File: src/rtl/rv_mem_pkg.sv
// Shared memory-stage definitions: MMIO register offsets within the peripheral
// window and the registered load-source selector.
package rv_mem_pkg;

  localparam logic [7:0] MMIO_TIME_LO   = 8'h00;
  localparam logic [7:0] MMIO_TIME_HI   = 8'h04;
  localparam logic [7:0] MMIO_CMP_LO    = 8'h08;
  localparam logic [7:0] MMIO_CMP_HI    = 8'h0C;
  localparam logic [7:0] MMIO_IRQ_CLR   = 8'h10;
  localparam logic [7:0] MMIO_UART_STAT = 8'hF8;
  localparam logic [7:0] MMIO_UART_TX   = 8'hFC;

  typedef enum logic [1:0] {
    LSEL_NONE = 2'd0,
    LSEL_DMEM = 2'd1,
    LSEL_MMIO = 2'd2
  } load_sel_e;

endpackage

File: src/rtl/sync_fifo.sv
// Single-clock FIFO with power-of-two depth; a pop frees the slot so a push
// may land in the same cycle even when full.
module sync_fifo #(
  parameter int WIDTH = 8,
  parameter int DEPTH = 8
) (
  input  logic                     clk,
  input  logic                     rst,
  input  logic                     push,
  input  logic                     pop,
  input  logic [WIDTH-1:0]         din,
  output logic [WIDTH-1:0]         dout,
  output logic                     full,
  output logic                     empty,
  output logic [$clog2(DEPTH):0]   count
);

  localparam int AW = $clog2(DEPTH);
  localparam logic [AW:0] FULL_CNT = DEPTH[AW:0];

  logic [WIDTH-1:0] mem_q [DEPTH];
  logic [AW-1:0]    wr_ptr_q, wr_ptr_d;
  logic [AW-1:0]    rd_ptr_q, rd_ptr_d;
  logic [AW:0]      count_q, count_d;
  logic             do_push, do_pop;

  assign empty   = (count_q == '0);
  assign full    = (count_q == FULL_CNT);
  assign count   = count_q;
  assign dout    = mem_q[rd_ptr_q];
  assign do_pop  = pop & ~empty;
  assign do_push = push & (~full | do_pop);

  always_comb begin
    wr_ptr_d = wr_ptr_q;
    rd_ptr_d = rd_ptr_q;
    count_d  = count_q;
    if (do_push) wr_ptr_d = wr_ptr_q + 1'b1;
    if (do_pop)  rd_ptr_d = rd_ptr_q + 1'b1;
    case ({do_push, do_pop})
      2'b10:   count_d = count_q + 1'b1;
      2'b01:   count_d = count_q - 1'b1;
      default: count_d = count_q;
    endcase
  end

  always_ff @(posedge clk or posedge rst) begin
    if (rst) begin
      wr_ptr_q <= '0;
      rd_ptr_q <= '0;
      count_q  <= '0;
    end else begin
      wr_ptr_q <= wr_ptr_d;
      rd_ptr_q <= rd_ptr_d;
      count_q  <= count_d;
    end
  end

  // Storage carries data only, so it is left out of reset.
  always_ff @(posedge clk) begin
    if (do_push) mem_q[wr_ptr_q] <= din;
  end

endmodule

File: src/rtl/mmio_mem_stage.sv
// Memory stage: routes loads/stores to data memory or to a small MMIO window
// holding a free-running timer with compare interrupt and a UART TX FIFO.
module mmio_mem_stage
  import rv_mem_pkg::*;
#(
  parameter logic [31:0] DMEM_BASE  = 32'h1000_0000,
  parameter logic [31:0] MMIO_BASE  = 32'hFFFF_FF00,
  parameter int          UART_DEPTH = 8,
  parameter int          TIMER_W    = 64
) (
  input  logic        clk,
  input  logic        rst,
  input  logic [31:0] result,
  input  logic [31:0] op2_data,
  input  logic        mem_write,
  input  logic        mem_read,
  input  logic [1:0]  store_type,
  input  logic [2:0]  load_type,
  output logic [31:0] calculated_result,
  output logic [31:0] read_data,
  output logic        stall,
  output logic [31:0] dmem_addr,
  output logic [31:0] dmem_wdata,
  output logic        dmem_wen,
  output logic [2:0]  dmem_size,
  input  logic [31:0] dmem_rdata,
  output logic        uart_tx_valid,
  output logic [7:0]  uart_tx_data,
  input  logic        uart_tx_ready,
  output logic        timer_irq
);

  localparam int CW = $clog2(UART_DEPTH) + 1;

  logic [31:0] mmio_off;
  logic [7:0]  reg_id;
  logic        mmio_hit, mmio_wr, mmio_rd;

  assign mmio_off = result - MMIO_BASE;
  assign mmio_hit = (result >= MMIO_BASE) && (mmio_off[31:8] == 24'd0);
  assign reg_id   = mmio_off[7:0];
  assign mmio_wr  = mem_write & mmio_hit;
  assign mmio_rd  = mem_read & mmio_hit;

  assign calculated_result = result;
  assign dmem_addr         = result - DMEM_BASE;
  assign dmem_wdata        = op2_data;
  assign dmem_wen          = mem_write & ~mmio_hit;
  assign dmem_size         = load_type;

  // Sub-word store sizing is applied by the data memory itself.
  logic unused_store_type;
  assign unused_store_type = ^store_type;

  logic [TIMER_W-1:0] time_q, time_d;
  logic [63:0]        time_ext, cmp_ext;
  logic [31:0]        shadow_q, shadow_d;
  logic [31:0]        cmp_lo_q, cmp_lo_d, cmp_hi_q, cmp_hi_d;
  logic               irq_q, irq_d, cmp_match;

  assign time_ext  = 64'(time_q);
  assign cmp_ext   = {cmp_hi_q, cmp_lo_q};
  assign cmp_match = (time_q == cmp_ext[TIMER_W-1:0]);
  assign timer_irq = irq_q;

  logic            uart_wr, fifo_push, fifo_pop, fifo_full, fifo_empty;
  logic [7:0]      fifo_dout;
  logic [CW-1:0]   fifo_count;
  logic [31:0]     uart_stat;

  assign uart_wr       = mmio_wr && (reg_id == MMIO_UART_TX);
  assign fifo_pop      = ~fifo_empty & uart_tx_ready;
  // A pop in the same cycle frees a slot, so a write to a full FIFO proceeds.
  assign fifo_push     = uart_wr & (~fifo_full | fifo_pop);
  assign stall         = uart_wr & fifo_full & ~fifo_pop;
  assign uart_tx_valid = ~fifo_empty;
  assign uart_tx_data  = fifo_dout;
  assign uart_stat     = {23'd0, fifo_full, 8'(fifo_count)};

  sync_fifo #(
    .WIDTH (8),
    .DEPTH (UART_DEPTH)
  ) u_uart_fifo (
    .clk   (clk),
    .rst   (rst),
    .push  (fifo_push),
    .pop   (fifo_pop),
    .din   (op2_data[7:0]),
    .dout  (fifo_dout),
    .full  (fifo_full),
    .empty (fifo_empty),
    .count (fifo_count)
  );

  logic [31:0] mmio_rval;
  load_sel_e   sel_q, sel_d;
  logic [31:0] rdata_q, rdata_d;

  always_comb begin
    mmio_rval = '0;
    case (reg_id)
      MMIO_TIME_LO:   mmio_rval = time_ext[31:0];
      MMIO_TIME_HI:   mmio_rval = shadow_q;
      MMIO_CMP_LO:    mmio_rval = cmp_lo_q;
      MMIO_CMP_HI:    mmio_rval = cmp_hi_q;
      MMIO_UART_STAT: mmio_rval = uart_stat;
      default:        mmio_rval = '0;
    endcase
  end

  always_comb begin
    time_d   = time_q + 1'b1;
    shadow_d = shadow_q;
    cmp_lo_d = cmp_lo_q;
    cmp_hi_d = cmp_hi_q;
    irq_d    = irq_q;
    sel_d    = sel_q;
    rdata_d  = rdata_q;
    // TIME_LO snapshots the high half so a following TIME_HI read is coherent.
    if (mmio_rd && reg_id == MMIO_TIME_LO) shadow_d = time_ext[63:32];
    if (mmio_wr && reg_id == MMIO_CMP_LO)  cmp_lo_d = op2_data;
    if (mmio_wr && reg_id == MMIO_CMP_HI)  cmp_hi_d = op2_data;
    if (mmio_wr && reg_id == MMIO_IRQ_CLR) irq_d = 1'b0;
    if (cmp_match)                         irq_d = 1'b1;
    if (mem_read) begin
      sel_d   = mmio_hit ? LSEL_MMIO : LSEL_DMEM;
      rdata_d = mmio_hit ? mmio_rval : '0;
    end
  end

  always_ff @(posedge clk or posedge rst) begin
    if (rst) begin
      time_q   <= '0;
      shadow_q <= '0;
      cmp_lo_q <= '1;
      cmp_hi_q <= '1;
      irq_q    <= 1'b0;
      sel_q    <= LSEL_NONE;
      rdata_q  <= '0;
    end else begin
      time_q   <= time_d;
      shadow_q <= shadow_d;
      cmp_lo_q <= cmp_lo_d;
      cmp_hi_q <= cmp_hi_d;
      irq_q    <= irq_d;
      sel_q    <= sel_d;
      rdata_q  <= rdata_d;
    end
  end

  always_comb begin
    read_data = '0;
    case (sel_q)
      LSEL_DMEM: read_data = dmem_rdata;
      LSEL_MMIO: read_data = rdata_q;
      default:   read_data = '0;
    endcase
  end

endmodule

File: config.mk
export PLATFORM = sky130hd
export DESIGN_NAME = mmio_mem_stage
export DESIGN_NICKNAME = d
export VERILOG_FILES = /design/src/rtl/rv_mem_pkg.sv /design/src/rtl/sync_fifo.sv /design/src/rtl/mmio_mem_stage.sv
export SDC_FILE = /design/constraint.sdc
export NUM_CORES = 1
export LEC_CHECK = 0
export BUFFER_PORTS_ARGS = -buffer_cell sky130_fd_sc_hd__buf_4
export CORE_ASPECT_RATIO = 0.75
export CORE_MARGIN = 5
export CORE_UTILIZATION = 51
export DETAILED_ROUTE_END_ITERATION = 6
export PLACE_DENSITY = 0.78
export RECOVER_POWER = 50
export SYNTH_ARGS = -nofsm -noshare
export SYNTH_HDL_FRONTEND = slang
export SYNTH_HIERARCHICAL = 1
export SYNTH_SLANG_ARGS = --single-unit
File: constraint.sdc
create_clock -name clk -period 5.98 [get_ports clk]
set_clock_uncertainty 0.15 [all_clocks]
set_input_delay 0.299 -clock clk [delete_from_list [all_inputs] [get_ports clk]]
set_output_delay 0.299 -clock clk [all_outputs]
set_load 0.03 [all_outputs]
==> flow_metrics.env <==
export IMPL_ctsHoldBuffers=34
export IMPL_tritoncts="yes"
export IMPL_arrival_ns=3.96
export IMPL_wl_per_cell_um=23.4
export IMPL_clk_pin_slew_ns=0.07
export IMPL_critPathCaptureType="register"
export IMPL_io_buffers=240
export IMPL_grt_overflow_total=0
export IMPL_dpl_hpwl_um=27800
export IMPL_num_vias=10100
export IMPL_fin_nets=1428
export IMPL_die_area_um2=31200
export IMPL_first_global_vias=10046
export IMPL_cts_resized=0
export IMPL_clk_latency_ns=0.54
export IMPL_start_util_pct=52.1
export IMPL_fmax_mhz=253
export IMPL_cts_buffers=27
export IMPL_synth_cells=1161
export IMPL_grt_start_max_net_pins=196
export IMPL_antenna_cells=0
export IMPL_synthArstFlopShare_pct=76.2
export IMPL_r2r_start="u_uart_fifo/count[1]"
export IMPL_power_leakage_uw=0.00722
export IMPL_htree_levels=1
export IMPL_tightest_slew_ns=1.30
export IMPL_fillers=2242
export IMPL_rsz0062_at_grt="no"
export IMPL_fin_tns_setup_ns=0
export IMPL_antenna_found_initial=0
export IMPL_cts_setup_buffers=0
export IMPL_synth_edf_count=64
export IMPL_drv_cap=0
export IMPL_ys_flop_type="dfrtp_1"
export IMPL_clk_path_buf_depth=3
export IMPL_hold_path_class="input port to register"
export IMPL_track_usage_pct=24.3
export IMPL_rows=52
export IMPL_clock_sinks=269
export IMPL_slew_headroom_pct=13.0
export IMPL_synth_area_per_cell_um2=12.2
export IMPL_fp_dieH_um=154
export IMPL_power_per_cell_area_nw_per_um2=275
export IMPL_core_area_um2=27100
export IMPL_gp_congestion=0.904
export IMPL_syn_nets=1277
export IMPL_die_width_um=202
export IMPL_layout_drive_gt1_share_pct=25.7
export IMPL_post_place_ws_ns=2.08
export IMPL_postLayoutCoreUtil_pct=59.9
export IMPL_post_route_min_period_ns=3.96
export IMPL_finalCritPeriodShare_pct=66.2
export IMPL_finalPower_uw=4470
export IMPL_ctsRootBufferMaster="clkbuf_16"
export IMPL_synth_cell_types=66
export IMPL_ys_warn_count=6
export IMPL_status="completed"
export IMPL_ant_nets=0
export IMPL_vias_per_cell=6.00
export IMPL_setup_worst_path_class="register to register"
export IMPL_drv_slew=0
export IMPL_start_kind="register"
export IMPL_dr_pass1_iters=5
export IMPL_reg2reg_setup_slack_ns=2.02
export IMPL_ys_seq_elements=269
export IMPL_syn_area_um2=14100
export IMPL_ir_drop_mv=0.191
export IMPL_grt_pass1_wl_um=60200
export IMPL_path_max_fanout=9
export IMPL_worst_slack_ns=2.02
export IMPL_r2r_end="u_uart_fifo/mem_q[0][6]"
export IMPL_drt_wl_total_um=39400
export IMPL_reg2reg_depth=9
export IMPL_endpoint="u_uart_fifo/mem_q[0][6]"
export IMPL_crit_start="u_uart_fifo/count[1]"
export IMPL_crit_required_ns=5.98
export IMPL_drc=0
export IMPL_drt_iter0_drc=919
export IMPL_synth_seq_area_share_pct=50.5
export IMPL_setup_viol=0
export IMPL_finalHoldViolCount=0
export IMPL_areaGrowthSynthToFinish_pct=15.0
export IMPL_io_pins=249
-- cells in the final DEF, fill, tap and decap left out, drive strengths merged, types with 6 or more instances in the layout --
cell type | synthesis | layout
a221oi | 6 | 6
a22oi | 59 | 59
and3 | 14 | 14
and4 | 6 | 6
buf | 119 | 146
clkbuf | 45 | 144
clkinv | 1 | 8
dfrtp | 141 | 141
dfstp | 64 | 64
dlygate4sd3 | 0 | 34
edfxtp | 64 | 64
ha | 9 | 9
inv | 20 | 22
mux2 | 107 | 107
mux2i | 34 | 34
mux4 | 16 | 16
nand2 | 26 | 26
nand2b | 6 | 6
nand3 | 42 | 42
nand4 | 37 | 37
nor2 | 64 | 64
nor3 | 15 | 15
nor4 | 28 | 28
o22a | 27 | 27
o2bb2ai | 36 | 36
xnor2 | 48 | 48
xor2 | 87 | 87
-- worst min-delay path by stage --
stage / start / to / slack (ns) / depth (start not counted)
floorplan: rst / u_uart_fifo/count[0] / -0.01 / 1
finish: mem_write / timer_irq / 0.1 / 5
global placement: rst / u_uart_fifo/rd_ptr_q[2] / 0.19 / 2
detailed placement: rst / u_uart_fifo/rd_ptr_q[2] / 0.20 / 2
CTS: mem_write / timer_irq / 0.08 / 5
global route: mem_write / timer_irq / 0.14 / 5
-- cells by family (layout without fill, tap and decap cells) --
family	Yosys count	after routing	share of synthesized area [%]
buffers and inverters	185	357	8.06
flip-flops	269	269	50.5
XOR/XNOR	135	135	8.37
AO/OA/AOI/OAI	145	145	8.47
AND/OR/NAND/NOR	260	260	9.98
adder cells (fa/ha/maj)	10	10	0.938
multiplexers	157	157	13.7
-- report_power, final --
part / switching, µW / internal (µW)
clock network: 703 / 952
registers: 92.2 / 1910
logic: 457 / 361
total: 1250 / 3220
-- routing by layer --
layer  share of wire, %  vias to the layer above  GRT usage (%)  routed length, µm
li1                   -                     4472              -                  -
met5                  0                        -              0                  0
met4                2.1                        0           4.78                835
met1                 43                     5108           34.6              16800
met2                 46                      464           38.2              17900
met3                9.6                       56           6.45               3760
-- cells in the mapped netlist, drive strengths merged, types with 6 or more instances --
master,n,area [µm²]
a221oi,6,58.8
a22oi,59,443
and3,14,87.6
and4,6,52.6
buf,119,861
clkbuf,45,200
dfrtp,141,3530
dfstp,64,1680
edfxtp,64,1920
ha,9,113
inv,20,75.1
mux2,107,1210
mux2i,34,340
mux4,16,390
nand2,26,97.6
nand2b,6,37.5
nand3,42,210
nand4,37,238
nor2,64,240
nor3,15,75.1
nor4,28,211
o22a,27,236
o2bb2ai,36,315
xnor2,48,420
xor2,87,762
-- through the flow --
step | std cells | hold slack [ns] | instance area, µm²
final | 1684 | 0.0967 | 16300
after CTS | 1684 | 0.0828 | 16700
after floorplan | 1161 | -0.0108 | 14100
after global routing | 1684 | 0.138 | 16300
after global placement | 1600 | 0.188 | 15400
after detailed placement | 1600 | 0.201 | 15400
-- state kept, by name, indices dropped and copies added, names as in the netlist --
signal                cells
rdata_q                  32
u_uart_fifo/mem_q        64
u_uart_fifo/wr_ptr_q      3
time_ext                 64
timer_irq                 1
u_uart_fifo/count         4
cmp_hi_q                 32
shadow_q                 32
sel_q                     2
u_uart_fifo/rd_ptr_q      3
cmp_lo_q                 32
-- worst max-delay path, cell delays in order, from the launching register on --
cell and delay, ns:
dfrtp_1 0.40, or3_1 0.36, nor2_1 0.11, nor2b_1 0.50
nand2b_1 0.20, nor4b_1 0.26, buf_4 0.23, o21a_1 0.19
nand2b_1 0.15, nor3_1 1.01
-- layout make-up --
type                            instances  area, µm²  area share (%)
Multi-Input combinational cell        707       5880            36.2
Clock inverter                         12       96.3           0.593
Timing Repair Buffer                  286       1850            11.4
Clock buffer                           38        777            4.78
Inverter                               21       82.6           0.508
Sequential cell                       269       7130            43.9
Tap cell                              351        439            2.70
Note: power is estimated with default switching activity, not from simulation.
